**src/rtl/user_logic_bus_arbiter_pkg.sv**
```systemverilog
// Shared constants for the user_logic bus arbiter: FSM encodings, error data and limits.
package user_logic_bus_arbiter_pkg;

    localparam logic [1:0] ST_IDLE = 2'd0;
    localparam logic [1:0] ST_BUS  = 2'd1;
    localparam logic [1:0] ST_DONE = 2'd2;

    localparam int ARB_MAX_MASTERS = 4;
    localparam int ARB_MAX_DWIDTH  = 64;

    localparam logic [ARB_MAX_DWIDTH-1:0] ARB_ERR_DATA = '1;

    // Wraps a rotated master index back into 0..n-1; idx never exceeds 2*n-1.
    function automatic logic [1:0] arb_wrap(input int idx, input int n);
        return (idx >= n) ? 2'(idx - n) : 2'(idx);
    endfunction

endpackage

```
**src/rtl/user_logic_rr_picker.sv**
```systemverilog
// Combinational round-robin priority rotator: first requester after last_grant, with wrap.
module user_logic_rr_picker
    import user_logic_bus_arbiter_pkg::*;
#(
    parameter int C_NUM_MASTERS = 2
) (
    input  logic [C_NUM_MASTERS-1:0] req_i,
    input  logic [1:0]               last_grant_i,
    output logic [1:0]               winner_o,
    output logic                     valid_o
);

    logic [ARB_MAX_MASTERS-1:0] reqPad;
    logic [1:0]                 candidate;

    assign reqPad = ARB_MAX_MASTERS'(req_i);

    always_comb begin
        winner_o  = '0;
        valid_o   = 1'b0;
        candidate = '0;
        for (int k = 1; k <= C_NUM_MASTERS; k++) begin
            candidate = arb_wrap(int'(last_grant_i) + k, C_NUM_MASTERS);
            if (!valid_o && reqPad[candidate]) begin
                valid_o  = 1'b1;
                winner_o = candidate;
            end
        end
    end

endmodule

```
**src/rtl/user_logic_bus_arbiter.sv**
```systemverilog
// Round-robin arbiter sharing one user_logic slave between C_NUM_MASTERS requesters.
// Define ARB_TIMEOUT_EN to add an ack timeout that completes the transfer with M_Err set.
module user_logic_bus_arbiter
    import user_logic_bus_arbiter_pkg::*;
#(
    parameter int C_NUM_MASTERS = 2,
    parameter int C_SLV_DWIDTH  = 32,
    parameter int C_SLV_AWIDTH  = 5,
    parameter int C_TIMEOUT     = 16
) (
    input  logic                                    Bus2IP_Clk,
    input  logic                                    Bus2IP_Resetn,
    input  logic [C_NUM_MASTERS-1:0]                M_Req,
    input  logic [C_NUM_MASTERS-1:0]                M_Wr,
    input  logic [C_NUM_MASTERS*C_SLV_AWIDTH-1:0]   M_Addr,
    input  logic [C_NUM_MASTERS*C_SLV_DWIDTH-1:0]   M_Data,
    input  logic [C_NUM_MASTERS*C_SLV_DWIDTH/8-1:0] M_BE,
    output logic [C_NUM_MASTERS-1:0]                M_Done,
    output logic                                    M_Err,
    output logic [C_SLV_DWIDTH-1:0]                 M_RdData,
    output logic                                    Arb_Busy,
    output logic [C_SLV_AWIDTH-1:0]                 Bus2IP_Addr,
    output logic [C_SLV_DWIDTH-1:0]                 Bus2IP_Data,
    output logic [C_SLV_DWIDTH/8-1:0]               Bus2IP_BE,
    output logic                                    Bus2IP_WrCE,
    output logic                                    Bus2IP_RdCE,
    input  logic [C_SLV_DWIDTH-1:0]                 IP2Bus_Data,
    input  logic                                    IP2Bus_Ack
);

    localparam int BEW = C_SLV_DWIDTH / 8;

    if (C_NUM_MASTERS < 2 || C_NUM_MASTERS > ARB_MAX_MASTERS ||
        C_SLV_DWIDTH % 8 != 0 || C_SLV_DWIDTH > ARB_MAX_DWIDTH ||
        C_TIMEOUT < 2 || C_TIMEOUT > 255) begin : g_bad_config
        $error("user_logic_bus_arbiter: unsupported parameter combination");
    end

    logic [1:0]              state_q, state_d;
    logic [1:0]              winner_q, winner_d;
    logic [1:0]              lastGrant_q, lastGrant_d;
    logic                    wr_q, wr_d;
    logic [C_SLV_AWIDTH-1:0] addr_q, addr_d;
    logic [C_SLV_DWIDTH-1:0] data_q, data_d;
    logic [BEW-1:0]          be_q, be_d;
    logic [C_SLV_DWIDTH-1:0] rdData_q, rdData_d;

    logic [1:0] pickWinner;
    logic       pickValid;
    logic       ackTimeout;
    logic       inBus;
    logic       inDone;

    user_logic_rr_picker #(
        .C_NUM_MASTERS(C_NUM_MASTERS)
    ) u_picker (
        .req_i       (M_Req),
        .last_grant_i(lastGrant_q),
        .winner_o    (pickWinner),
        .valid_o     (pickValid)
    );

    assign inBus  = (state_q == ST_BUS);
    assign inDone = (state_q == ST_DONE);

`ifdef ARB_TIMEOUT_EN
    localparam logic [7:0] TIMEOUT_LAST = 8'(C_TIMEOUT - 1);

    logic [7:0] cnt_q, cnt_d;
    logic       err_q;

    // Counter is held at zero outside BUS, so it always starts a transfer cleared.
    always_comb begin
        cnt_d = '0;
        if (inBus && !IP2Bus_Ack) begin
            cnt_d = cnt_q + 8'd1;
        end
    end

    assign ackTimeout = inBus && !IP2Bus_Ack && (cnt_q == TIMEOUT_LAST);

    always_ff @(posedge Bus2IP_Clk) begin
        if (!Bus2IP_Resetn) begin
            cnt_q <= '0;
            err_q <= 1'b0;
        end else begin
            cnt_q <= cnt_d;
            if (inBus) begin
                err_q <= ackTimeout;
            end
        end
    end

    assign M_Err = inDone & err_q;
`else
    assign ackTimeout = 1'b0;
    assign M_Err      = 1'b0;
`endif

    always_comb begin
        state_d     = state_q;
        winner_d    = winner_q;
        lastGrant_d = lastGrant_q;
        wr_d        = wr_q;
        addr_d      = addr_q;
        data_d      = data_q;
        be_d        = be_q;
        rdData_d    = rdData_q;
        case (state_q)
            ST_IDLE: begin
                if (pickValid) begin
                    winner_d = pickWinner;
                    state_d  = ST_BUS;
                    for (int i = 0; i < C_NUM_MASTERS; i++) begin
                        if (pickWinner == 2'(i)) begin
                            wr_d   = M_Wr[i];
                            addr_d = M_Addr[i*C_SLV_AWIDTH +: C_SLV_AWIDTH];
                            data_d = M_Data[i*C_SLV_DWIDTH +: C_SLV_DWIDTH];
                            be_d   = M_BE[i*BEW +: BEW];
                        end
                    end
                end
            end
            ST_BUS: begin
                if (IP2Bus_Ack) begin
                    rdData_d    = wr_q ? '0 : IP2Bus_Data;
                    lastGrant_d = winner_q;
                    state_d     = ST_DONE;
                end else if (ackTimeout) begin
                    rdData_d    = ARB_ERR_DATA[C_SLV_DWIDTH-1:0];
                    lastGrant_d = winner_q;
                    state_d     = ST_DONE;
                end
            end
            ST_DONE: state_d = ST_IDLE;
            default: state_d = ST_IDLE;
        endcase
    end

    always_ff @(posedge Bus2IP_Clk) begin
        if (!Bus2IP_Resetn) begin
            state_q     <= ST_IDLE;
            winner_q    <= '0;
            lastGrant_q <= 2'(C_NUM_MASTERS - 1);
            wr_q        <= 1'b0;
            addr_q      <= '0;
            data_q      <= '0;
            be_q        <= '0;
            rdData_q    <= '0;
        end else begin
            state_q     <= state_d;
            winner_q    <= winner_d;
            lastGrant_q <= lastGrant_d;
            wr_q        <= wr_d;
            addr_q      <= addr_d;
            data_q      <= data_d;
            be_q        <= be_d;
            rdData_q    <= rdData_d;
        end
    end

    // Slave-side outputs are forced to zero whenever no transfer is on the bus.
    assign Arb_Busy    = (state_q != ST_IDLE);
    assign Bus2IP_Addr = inBus ? addr_q : '0;
    assign Bus2IP_Data = inBus ? data_q : '0;
    assign Bus2IP_BE   = inBus ? be_q : '0;
    assign Bus2IP_WrCE = inBus & wr_q;
    assign Bus2IP_RdCE = inBus & ~wr_q;
    assign M_RdData    = inDone ? rdData_q : '0;

    always_comb begin
        M_Done = '0;
        for (int i = 0; i < C_NUM_MASTERS; i++) begin
            if (inDone && winner_q == 2'(i)) begin
                M_Done[i] = 1'b1;
            end
        end
    end

endmodule

```
**config.mk**
```make
export PLATFORM = sky130hd
export DESIGN_NAME = user_logic_bus_arbiter
export DESIGN_NICKNAME = d
export VERILOG_FILES = /design/src/rtl/user_logic_bus_arbiter_pkg.sv /design/src/rtl/user_logic_rr_picker.sv /design/src/rtl/user_logic_bus_arbiter.sv
export SDC_FILE = /design/constraint.sdc
export NUM_CORES = 1
export LEC_CHECK = 0
export CORE_MARGIN = 1
export CORE_UTILIZATION = 35
export CTS_CLUSTER_SIZE = 30
export DETAILED_ROUTE_END_ITERATION = 16
export GPL_ROUTABILITY_DRIVEN = 0
export GPL_TIMING_DRIVEN = 1
export MAX_ROUTING_LAYER = met4
export PLACE_DENSITY = 0.72
export SETUP_SLACK_MARGIN = 0.2
export SYNTH_ARGS = -nofsm -noshare
export SYNTH_HDL_FRONTEND = slang
export SYNTH_SLANG_ARGS = --single-unit
```
**constraint.sdc**
```tcl
create_clock -name Bus2IP_Clk -period 1.3 [get_ports Bus2IP_Clk]
set_input_delay 0.26 -clock Bus2IP_Clk [delete_from_list [all_inputs] [get_ports Bus2IP_Clk]]
set_output_delay 0.26 -clock Bus2IP_Clk [all_outputs]
set_load 0.03 [all_outputs]
```
==> run summary <==
The number of cells traversed by the worst hold path came out at 3. The top cell types in the final layout, fill and taps aside, are clkdlybuf4s50_1 (118), buf_6 (98), dfxtp_1 (76), and2_4 (74), nand3_1 (43). The number of global-route vias before repair came out at 5262. The final standard cell count with taps included and fillers excluded came out at 917.

The kind of critical path is flop to output pin. The share of synthesized cell area in and, or, nand and nor gates came out at 26.4%. Measured on the finished design, the core utilization comes to 73.4%.

The top achievable clock speed came out at 565 MHz. Clock-pin slew was measured on the worst setup and hold paths at 0.06 ns. The synthesized netlist devotes 0% of its cell area to adder and majority cells. Overall power consumption after layout is estimated at 0.00867 W. The power density of the placed cells is 970 nW/µm².

The number of antenna violations at the first check in global routing came to 0. After layout, the worst path uses 136% of the clock period. The minimum setup slack among reg-to-reg paths came out at -0.41 ns. The diode insertion count for antenna repair came out at 0. The total of hold buffers inserted after clock tree synthesis came out at 0. In this run the static leakage power is 3.32 nW.

In this run the standard cell core region covers 12200 µm². The number of instances in the synthesized netlist is 513. The top-level port count came out at 200.

The average size of a mapped cell came out at 8.62 µm². The maximum fanout count along the critical path came out at 12. For this run, design rule violations remaining after detail routing come to 0. The startpoint identified for the worst register-to-register timing path is state_q[0]. The die covers 13100 µm². The worst setup margin came out at -0.469 ns. The worst hold path belongs to the class input pin to flop.

The count of buffers from port buffering is 198. The number of design-rule violations left by the first detailed-router iteration came out at 288. The run finished, with violations left. The horizontal extent of the die is 114 µm.

The combined global-route utilization of all metal layers is 27.8%. VDD sags by at most 0.567 mV. The detailed-route wire length came out at 18300 µm. The xor/xnor share of the synthesized area came out at 0%. The unique cell type count in the Yosys netlist is 27. The routed length per placed instance is 19.9 µm. For this run, the register share of the synthesized area comes to 36.2%. The post-synthesis net count came out at 634. The total count of max-transition violations in the final report came out at 0.

The hold violation total from the final report came to 0. The endpoint identified for the worst register-to-register timing path is rdData_q[4]. Once detailed placement completed, the half-perimeter wirelength came to 10100 µm. The arrival time of the worst setup path came out at 1.51 ns.

The clock passes through at most 2 buffers. In this run the most critical hold path is launched from M_Req[1]. The height of the die came out at 114 µm.

The residual antenna-violating net count after detailed routing came out at 0. The standard-cell row count came out at 40. CTS built an H-tree with a depth of 3. The number of warning messages in the yosys log came out at 0. The kind of launch point of the worst setup path is a flop.

The aggregate negative setup slack came out at -55.35 ns. The residual overflow from global routing came out at 0. The worst register-to-register path has a depth of 12. The number of nets in the final layout came out at 865. The first detailed-routing pass ran for 4 iterations.

Tracing the worst setup path back leads to its startpoint at state_q[0]. The clock buffer count from CTS came out at 9. Counting I/O delays and the setup requirement, the final critical path takes 1.77 ns. Max-cap violations in this run came to 0. The final standard cell area without fillers is 8930 µm².

The total via count in the routed design came out at 5018. The required time of the critical path came out at 1.04 ns. The portion of netlist area occupied by mux cells is 0.226%. The path with the worst hold slack has its endpoint at winner_q[0].

The compound-cell area share of the yosys netlist is 30.1%. The netlist area before placement is 4420 µm². The final reports fail on negative setup slack. Of the cells placed in the final design, the portion with a size suffix greater than 1 is 54.9%.

Relative to the synthesized area, the layout overhead comes to 102%. The starting density of the core is 36.4%. Once placement completed, the tool counted placed cells totaling 852.

The worst-case clock skew came out at 0.00505 ns. The master cell of the clock root buffer is clkbuf_16. The first-pass GRT wire length came out at 27200 µm. Setup repair after global routing could not meet its margin everywhere. In the routed layout, each cell is associated on average with a via count of 5.47.

The number of clock sinks came out at 80. The clock reaches the later pin of the worst-skew pair after 0.34 ns. The maximum number of pins on one net before global-route repair is 43. Leaving out fill and tap cells, the most frequent cell in the layout is clkdlybuf4s50_1. STA classifies the critical path endpoint as an output pin. TritonCTS built the clock tree. The final number of setup-violating endpoints came out at 158. The combinational family with the most area after synthesis is compound AO/OA/AOI/OAI gates.

The area of placed instances came out at 6850 µm². The register bit total from synthesis came out at 80.
layout make-up:
| type | count | area (µm²) |
|---|---|---|
| clock buffers | 15 | 299 |
| clock inverters | 1 | 30.0 |
| fillers | 810 | 3230 |
| inverters | 3 | 16.3 |
| multi-input cells | 368 | 3330 |
| flip-flops and latches | 80 | 1610 |
| well taps | 168 | 210 |
| repair buffers | 282 | 3440 |
flip-flops by register name, summed over array words and instances (netlist names):
signal / cells
rdData_q: 32
be_q: 4
winner_q: 2
lastGrant_q: 2
addr_q: 5
wr_q: 1
data_q: 32
state_q: 2
power by group:
| group | leakage [nW] | total, W | switching [W] | internal, W |
|---|---|---|---|---|
| Combinational | 2.50 | 0.00301 | 0.00135 | 0.00166 |
| Clock | 0.161 | 0.00280 | 0.00103 | 0.00177 |
| Sequential | 0.659 | 0.00287 | 0.000193 | 0.00267 |
| Total | 3.32 | 0.00867 | 0.00257 | 0.00609 |
Yosys cell counts (all sizes together):
cell type | number | area [µm²]
dfxtp | 80 | 1600
and2 | 74 | 463
clkbuf | 45 | 169
nand3 | 44 | 220
o21ai | 43 | 219
a211oi | 42 | 315
a311oi | 42 | 599
nand2 | 38 | 143
a21oi | 33 | 165
nand3b | 33 | 248
buf | 17 | 128
nor2 | 5 | 21.3
inv | 3 | 11.3
nor2b | 3 | 18.8
o21a | 3 | 22.5
and3b | 2 | 17.5
conb | 1 | 3.75
mux2i | 1 | 10.0
nand2b | 1 | 6.26
nor3b | 1 | 7.51
nor4b | 1 | 23.8
o21ba | 1 | 10.0
repair_timing:
item,CTS,global route
pin swaps,97,43
gates cloned,16,1
buffers inserted,26,6
gates resized for setup,190,68
setup endpoints to repair,157,158
stage by stage:
stage | hold slack (ns) | worst slack, ns
2_1_floorplan | 0.332 | -0.0704
3_3_place_gp | 0.442 | -0.427
3_5_place_dp | 0.447 | -0.525
4_1_cts | 0.258 | -0.452
5_1_grt | 0.279 | -0.509
6_report | 0.278 | -0.469
metal layers:
metal | vias to the layer above | track usage, % | wire [µm]
met1 | 2406 | 30.8 | 7160
met4 | 0 | 11.5 | 618
met2 | 237 | 49.1 | 9380
li1 | 2329 | - | -
met3 | 46 | 5.19 | 1110
met5 | - | - | 0
how the worst max path moves through the flow:
stage               cells after the start             end
floorplan                               7      state_q[0]
global placement                        5      data_q[18]
detailed placement                      5      data_q[14]
CTS                                     6     M_RdData[1]
global route                            6  Bus2IP_Data[1]
finish                                  6     M_RdData[8]
cells by family (layout without fill, tap and decap cells):
family | after synthesis | count (layout)
and+or+nand+nor | 202 | 202
buffers and inverters | 65 | 301
muxes | 1 | 1
AOI/OAI and AO/OA | 164 | 164
DFF | 80 | 80
other | 1 | 1
worst max-delay path: stages, from the launching register on:
cell	delay [ns]
dfxtp_2	0.33
buf_6	0.13
nor2b_4	0.17
buf_6	0.14
buf_16	0.13
and2_4	0.14
buf_6	0.12
Power figures use the tool's default switching activity.
